## src/rtl/bc_pkg.sv

```systemverilog
// ---------------------------------------------------------------------------
// bc_pkg : shared types and constants for the barcode station-ID receiver
// Rev 1.0
// ---------------------------------------------------------------------------
`default_nettype none

package bc_pkg;

    typedef enum logic [2:0] {
        IDLE      = 3'd0,
        START     = 3'd1,
        WAIT_FALL = 3'd2,
        SAMPLE    = 3'd3,
        DONE      = 3'd4
    } bc_state_t;

    localparam int         BC_TMR_W  = 22;
    localparam logic [1:0] BC_ID_TAG = 2'b00;

endpackage

`default_nettype wire

```

## src/rtl/bc_sync.sv

```systemverilog
// ---------------------------------------------------------------------------
// bc_sync : 3-flop synchroniser for the barcode sensor with edge detect
// Rev 1.0
// ---------------------------------------------------------------------------
`default_nettype none

module bc_sync
    import bc_pkg::*;
(
    input  logic clk,
    input  logic rst_n,
    input  logic bc,
    output logic bc_s,
    output logic bc_fall,
    output logic bc_rise
);

    // Preset high so leaving reset with the line idle never looks like an edge
    logic [2:0] sync_q;

    always_ff @(posedge clk or negedge rst_n) begin
        if (!rst_n) begin
            sync_q <= 3'b111;
        end else begin
            sync_q <= {sync_q[1:0], bc};
        end
    end

    assign bc_s    = sync_q[1];
    assign bc_fall =  sync_q[2] & ~sync_q[1];
    assign bc_rise = ~sync_q[2] &  sync_q[1];

endmodule

`default_nettype wire

```

## src/rtl/barcode_rx.sv

```systemverilog
// ---------------------------------------------------------------------------
// barcode_rx : decodes the floor barcode stripe into a sticky 8-bit station ID
// Rev 1.0
// ---------------------------------------------------------------------------
`default_nettype none

module barcode_rx
    import bc_pkg::*;
#(
    parameter int TMR_W    = BC_TMR_W,
    parameter int NUM_BITS = 8
) (
    input  logic                clk,
    input  logic                rst_n,
    input  logic                BC,
    input  logic                clr_ID_vld,
    output logic [NUM_BITS-1:0] ID,
    output logic                ID_vld
);

    localparam int CNT_W = $clog2(NUM_BITS);

    logic bc_s, bc_fall, bc_rise;

    bc_sync u_sync (
        .clk     (clk),
        .rst_n   (rst_n),
        .bc      (BC),
        .bc_s    (bc_s),
        .bc_fall (bc_fall),
        .bc_rise (bc_rise)
    );

    bc_state_t           state_q, state_d;
    logic [TMR_W-1:0]    timer_q, timer_d;
    logic [TMR_W-1:0]    period_q, period_d;
    logic [NUM_BITS-1:0] shreg_q, shreg_d;
    logic [CNT_W-1:0]    bitcnt_q, bitcnt_d;
    logic [NUM_BITS-1:0] id_q, id_d;
    logic                id_vld_q, id_vld_d;

    logic tmr_full, tmr_hit, last_bit;
    assign tmr_full = &timer_q;
    assign tmr_hit  = (timer_q == period_q);
    assign last_bit = (bitcnt_q == CNT_W'(NUM_BITS - 1));

    always_ff @(posedge clk or negedge rst_n) begin
        if (!rst_n) begin
            state_q <= IDLE;
        end else begin
            state_q <= state_d;
        end
    end

    always_comb begin
        state_d = state_q;
        case (state_q)
            IDLE:      if (bc_fall) state_d = START;
            START: begin
                if (tmr_full)     state_d = IDLE;
                else if (bc_rise) state_d = WAIT_FALL;
            end
            WAIT_FALL: if (bc_fall) state_d = SAMPLE;
            SAMPLE:    if (tmr_hit) state_d = last_bit ? DONE : WAIT_FALL;
            DONE:      state_d = IDLE;
            default:   state_d = IDLE;
        endcase
    end

    // The edge cycle is counted as 1, so the period equals the synced low length
    // and each bit is sampled exactly one period after its falling edge.
    always_comb begin
        timer_d  = timer_q;
        period_d = period_q;
        shreg_d  = shreg_q;
        bitcnt_d = bitcnt_q;
        id_d     = id_q;
        id_vld_d = clr_ID_vld ? 1'b0 : id_vld_q;
        case (state_q)
            IDLE: begin
                timer_d  = bc_fall ? TMR_W'(1) : '0;
                bitcnt_d = '0;
            end
            START: begin
                if (tmr_full) begin
                    timer_d = '0;
                end else if (bc_rise) begin
                    period_d = timer_q;
                end else begin
                    timer_d = timer_q + TMR_W'(1);
                end
            end
            WAIT_FALL: begin
                if (bc_fall) timer_d = TMR_W'(1);
            end
            SAMPLE: begin
                if (tmr_hit) begin
                    shreg_d  = {shreg_q[NUM_BITS-2:0], bc_s};
                    bitcnt_d = last_bit ? '0 : bitcnt_q + CNT_W'(1);
                end else begin
                    timer_d = timer_q + TMR_W'(1);
                end
            end
            DONE: begin
                timer_d = '0;
                if (shreg_q[NUM_BITS-1 -: 2] == BC_ID_TAG) begin
                    id_d     = shreg_q;
                    id_vld_d = 1'b1;
                end
            end
            default: timer_d = '0;
        endcase
    end

    always_ff @(posedge clk or negedge rst_n) begin
        if (!rst_n) begin
            timer_q  <= '0;
            period_q <= '0;
            shreg_q  <= '0;
            bitcnt_q <= '0;
            id_q     <= '0;
            id_vld_q <= 1'b0;
        end else begin
            timer_q  <= timer_d;
            period_q <= period_d;
            shreg_q  <= shreg_d;
            bitcnt_q <= bitcnt_d;
            id_q     <= id_d;
            id_vld_q <= id_vld_d;
        end
    end

    assign ID     = id_q;
    assign ID_vld = id_vld_q;

endmodule

`default_nettype wire

```

## config.mk

```make
export PLATFORM = sky130hd
export DESIGN_NAME = barcode_rx
export DESIGN_NICKNAME = d
export VERILOG_FILES = /design/src/rtl/bc_pkg.sv /design/src/rtl/bc_sync.sv /design/src/rtl/barcode_rx.sv
export SDC_FILE = /design/constraint.sdc
export NUM_CORES = 1
export LEC_CHECK = 0
export ABC_AREA = 1
export CAP_MARGIN = 40
export CORE_ASPECT_RATIO = 1.4
export CORE_MARGIN = 8
export CORE_UTILIZATION = 61
export DETAILED_ROUTE_END_ITERATION = 10
export HOLD_SLACK_MARGIN = 0.15
export PLACE_DENSITY = 0.79
export SLEW_MARGIN = 25
export SYNTH_ARGS = -nofsm -noshare
export SYNTH_HDL_FRONTEND = slang
export SYNTH_HIERARCHICAL = 1
export SYNTH_SLANG_ARGS = --single-unit
```

## constraint.sdc

```tcl
create_clock -name clk -period 2.1 [get_ports clk]
set_clock_uncertainty 0.1 [all_clocks]
set_input_delay 0.42 -clock clk [delete_from_list [all_inputs] [get_ports clk]]
set_output_delay 0.42 -clock clk [all_outputs]
set_load 0.01 [all_outputs]
```

# Word level (Yosys, flattened, before mapping)

Index checks and enable logic that the tools add are counted.

Add/subtract/negate cells: 2
Equality and inequality tests: 12
Multiplexer cells: 19
Bitwise operators: 5
Reduce and logical (&&, ||, !) cells: 10

Operator list:

| operator                                                              | count |
|---|---|
| 22-bit 2-to-1 mux                                                     | 4 |
| 22-bit case mux with 4 select lines                                   | 1 |
| 3-bit 2-to-1 mux                                                      | 8 |
| 22-bit by 1-bit adder with 22-bit output, second input constant       | 1 |
| 22-bit equality test                                                  | 1 |
| 22-bit AND reduction                                                  | 1 |
| 3-bit case mux with 4 select lines                                    | 1 |
| 2-bit inequality test, second input constant                          | 4 |
| 3-bit by 2-bit equality test with 1-bit output, second input constant | 2 |
| 3-bit equality test, second input constant                            | 2 |
| 3-bit inequality test, second input constant                          | 2 |
| 3-bit case mux with 2 select lines                                    | 1 |
| 2-bit AND reduction                                                   | 3 |
| 3-bit AND reduction                                                   | 2 |
| 1-bit 2-to-1 mux                                                      | 4 |
| 4-bit AND reduction                                                   | 1 |
| 3-bit by 1-bit adder with 3-bit output, second input constant         | 1 |
| 3-bit by 1-bit equality test with 1-bit output, second input constant | 1 |
| 3-bit logical NOT                                                     | 1 |
| 1-bit inverter                                                        | 3 |
| 1-bit bitwise AND                                                     | 2 |
| 2-bit logical NOT                                                     | 1 |
| 2-bit nonzero test                                                    | 1 |

Flip-flop bits (word level): 70
Logic and storage cells: 56

# Logic depth before layout (Yosys ltp)

Word-level depth: 5
Gate-level depth with buffers: 13
Gate-level depth less buffers: 11

# Hierarchy

Netlist, hierarchy kept.

By module, submodules not included:

| module     | instances | cells each | area each (um^2) | seq. area each (um^2) |
|---|---|---|---|---|
| barcode_rx | 1         | 528        | 3877.5           | 1676.6 |
| bc_sync    | 1         | 7          | 93.8             | 78.8 |

# Least setup slack after synthesis

No wires, ideal clock.

Path kind: reg-to-reg
From: reg timer_q[1]
To: reg timer_q[11]
Arrival: 1.534 ns
Required time: 1.881 ns
Path slack: 0.347 ns
Stages on the path, launching flop included: 12
Path through: dfrtp_1 -> ha_1 -> nand2_1 -> inv_2 -> nand2_2 -> nor2_4 -> nand3_4 -> nand3_4 -> nand3_4 -> buf_6 -> nand2_1 -> nand2_1

Word-level cells in the longest chain between the ends: 4

RTL lines:

| what                                     | RTL line                            | RTL |
|---|---|---|
| start, declared                          | barcode_rx.sv:35                    | `logic [TMR_W-1:0] timer_q, timer_d;` |
| start signal, assigned                   | barcode_rx.sv:124                   | `timer_q <= timer_d;` |
| 22-bit by 1-bit adder with 22-bit output | barcode_rx.sv:90, barcode_rx.sv:101 |  |
| 22-bit 2-to-1 mux                        | barcode_rx.sv:87                    | `end else if (bc_rise) begin` |
| 22-bit 2-to-1 mux                        | barcode_rx.sv:85                    | `if (tmr_full) begin` |
| 22-bit case mux with 4 select lines      | barcode_rx.sv:79                    | `case (state_q)` |

Parallel ways exist; a longest one is shown, timed or not. The select of a mux whose other input is x is not followed.
A chain may end at the register's enable or synchronous reset.

# Worst setup path after layout

From: reg timer_q[0]
To: reg timer_q[6]

Same word-level chain as after synthesis.

==> metrics.txt <==
Max FO, Critical Path=11; Min-Delay Startpoint=u_sync/sync_q[0]$_DFF_PN1_; syn_nets=542; DRT Pass-1 Iters=5; die width=around 84 µm; post-route ant nets=0; worst hold slack=0.2594 ns; minimum clock period after layout=between 1.5 and 2 ns; nets@finish=about 570; Post-route DRC=0; compound-cell area share of the yosys netlist=roughly 7%; Worst EP required=about 2.2 ns; post-synthesis mux area share=0%; wirelength, routed=9223 µm; worst slew pin tran=~0.56 ns; Slew Viols, Final=0; Sink Count=70; Clock transition at path regs=around 0.080 ns; CTS root buf=clkbuf_8; Layout fillers=between 400 and 500; critical path arrival=2.11 ns; global-route wire length before repair=15600 µm; Slew HR=62.54%; max cap viols=0; vias in the first global route=3484; H-tree depth=3; worst reg-to-reg setup slack=0.13 ns; CTS tree=built; initial antenna violation count=0; number of DRC markers in iteration 0=approximately 220; top cell type's share of synthesized area=42.22%; endpoints failing hold=0; Die Ht=roughly 110 µm; Mapped Cells=approximately 540; Reg2Reg Depth=10; Placed Cells=621; Post-Synth XOR/XNOR Area=2.867%; RSZ-0062 raised after global routing=no; Initial Util=61.69%; worst hold-check path type=flip-flop to flip-flop; Mapped Avg Cell Area=7.423 µm²; GRT Resource Usage Total=approximately a fifth; dpl cell area=4208 µm²; CP top delay family=simple AND/OR/NAND/NOR gates; run status=finished, final reports clean; CTS buffer count=9; Diodes inserted=0; Final Cell Area=about 4500 µm²; Post-Place Worst Slack=0.002991 ns; number of synthesized register bits=70; layout cells sized above 1=14.41%; Vias=3499; GRT overflow=0; simple-gate portion of the synthesized area=34.85%; slowest stage cell, crit path=dfrtp_1; Port-buffer cells=12; detailed-route wire length per cell=14.34 µm; Critical Path Start Type=flip-flop; largest net degree at the start of global routing=27; critical path class=flip-flop to flip-flop; CP Capture Type=flip-flop; reg2reg end=timer_q[6]$_DFFE_PN0P_; total die area=9385 µm²; setup TNS=0 ns; worst-skew pair later-pin latency=0.35 ns; gpl congestion=0.9805; vias per inst=5.442; Yosys warnings=6; sequential fraction of the synthesis area=44.20%; post-synthesis cell area=3971 µm²; Max Freq=508.0 MHz; # setup viols final=0; core area=6437 µm²; CP Buf/Inv Count=1; Hold Crit Endpoint=u_sync/sync_q[1]$_DFF_PN1_; Netlist cell types=33; post-synthesis adder-cell area fraction=0.9452%; RR Startpoint=timer_q[0]$_DFFE_PN0P_; Power Density=~860 nW/µm²; hold path depth=0; FP Rows=35; area grow syn2layout=12.85%; Post-Layout Cell Count=about 640; Clock Path Buffers=2; Synth area leader=dfrtp_1; final worst path period share=93.74%; worst vdd ir=between 0.0007 and 0.0008 V; largest family of logic cells by synthesized area=simple AND/OR/NAND/NOR gates; Ports=13; CP max stage delay=0.38 ns; Lkg Pwr=roughly 2.3 nW; setup ws final=0.1315 ns; Post-DP HPWL=6648 µm; ranking of synthesized cells by area=dfrtp_1 42%, nand2_1 20%, inv_1 5.7%, nand3_1 3.8%, o21ai_0 3.7%; Cell Chain, Critical Path=ha_1, nand2_1, inv_2, nand2_2, nor2_4, nand3_4, nand3_4, nand3_4, nand2_1, nand2_1
-- cell usage after synthesis --
cell type  instances
nand2_1          210
dfrtp_1           67
inv_1             60
nor2_1            31
nand3_1           30
o21ai_0           29
nand4_1           15
inv_2             12
xor2_1            11
buf_2              9
a21oi_1            7
nor3_1             7
o21ai_2            7
buf_6              6
nor2_4             4
buf_4              3
dfstp_2            3
ha_1               3
nand2_2            3
nand3_4            3
nor2_2             2
xnor2_1            2
a21o_1             1
a21oi_2            1
clkbuf_1           1
nand3b_2           1
nand4_4            1
nor3_2             1
nor3_4             1
nor4_1             1
o21ai_1            1
o311ai_0           1
or2_0              1
-- layout make-up --
cell class / count / area (µm²) / area share, %
multi-input combinational: 375 / 1829 / 40.82
sequential: 70 / 1759 / 39.25
timing repair buffer: 36 / 331.6 / 7.398
inverter: 72 / 270.3 / 6.030
clock buffer: 11 / 141.4 / 3.155
tap: 74 / 92.59 / 2.066
clock inverter: 5 / 57.56 / 1.284
-- cells in the final DEF, fill, tap and decap left out, types with 7 or more instances in the layout --
cell type          n
a21oi_1            7
buf_4             18
clkbuf_8          10
clkdlybuf4s50_1   11
dfrtp_1           64
inv_1             60
inv_2             12
nand2_1          210
nand3_1           30
nand4_1           15
nor2_1            31
nor3_1             7
o21ai_0           29
o21ai_2            7
xor2_1            11
-- flip-flops by register name (all words and copies together), names as in the netlist --
| name | cells |
|---|---|
| ID | 8 |
| shreg_q | 8 |
| period_q | 22 |
| timer_q | 22 |
| state_q | 3 |
| u_sync/sync_q | 3 |
| ID_vld | 1 |
| bitcnt_q | 3 |
-- kinds of logic (layout without fill, tap and decap cells) --
| family | Yosys count | in the layout |
|---|---|---|
| AND/OR/NAND/NOR | 311 | 312 |
| buffers and inverters | 91 | 124 |
| flip-flops | 70 | 70 |
| AO/OA/AOI/OAI | 47 | 47 |
| XOR/XNOR | 13 | 13 |
| adder cells (fa/ha/maj) | 3 | 3 |
-- worst register-to-register path, cell delays in order (launching register included) --
cell	delay, ns
dfrtp_1	0.38
ha_1	0.20
nand2_1	0.09
inv_2	0.08
nand2_2	0.11
nor2_4	0.16
nand3_4	0.16
nand3_4	0.19
nand3_4	0.20
nand2_1	0.12
nand2_1	0.07
-- repair_timing --
action,4_1_cts,5_1_grt
setup buffers,0,4
pin swaps,1,3
hold buffers,1,0
cloned,1,0
endpoints found under the hold margin,18,0
endpoints found under the setup margin,8,43
gates resized for setup,0,8
-- stage by stage --
stage | power [mW] | utilization, %
floorplan | 2.463 | -
global placement | 2.635 | 65.36
detailed placement | 2.666 | 65.36
CTS | 3.796 | 68.77
global route | 4.045 | 69.62
finish | 3.846 | 69.62
-- layer usage --
metal | global-route usage, % | wire, µm
met1 | 21.84 | 3569
met5 | 0 | 0
met3 | 4.602 | 376
met4 | 12.14 | 367
met2 | 34.89 | 4910
-- report_power, final --
part	leakage, nW	internal, mW	total, mW	switching (mW)
combinational	1.24	0.375	1.17	0.791
sequential	0.949	1.48	1.58	0.0993
clock	0.104	0.584	1.10	0.516
total	2.29	2.44	3.85	1.41
-- how the worst max path moves through the flow --
stage | from | end | slack [ns] | cells after the start
2_1_floorplan | timer_q[1]$_DFFE_PN0P_ | timer_q[11]$_DFFE_PN0P_ | 0.35 | 11
6_report | timer_q[0]$_DFFE_PN0P_ | timer_q[6]$_DFFE_PN0P_ | 0.13 | 10
3_3_place_gp | timer_q[0]$_DFFE_PN0P_ | timer_q[11]$_DFFE_PN0P_ | 0.02 | 10
5_1_grt | timer_q[0]$_DFFE_PN0P_ | timer_q[12]$_DFFE_PN0P_ | 0.008 | 10
3_5_place_dp | timer_q[0]$_DFFE_PN0P_ | timer_q[11]$_DFFE_PN0P_ | 0.003 | 10
4_1_cts | timer_q[0]$_DFFE_PN0P_ | timer_q[17]$_DFFE_PN0P_ | -0.02 | 10
No activity file was read; power rests on OpenSTA's default activity.
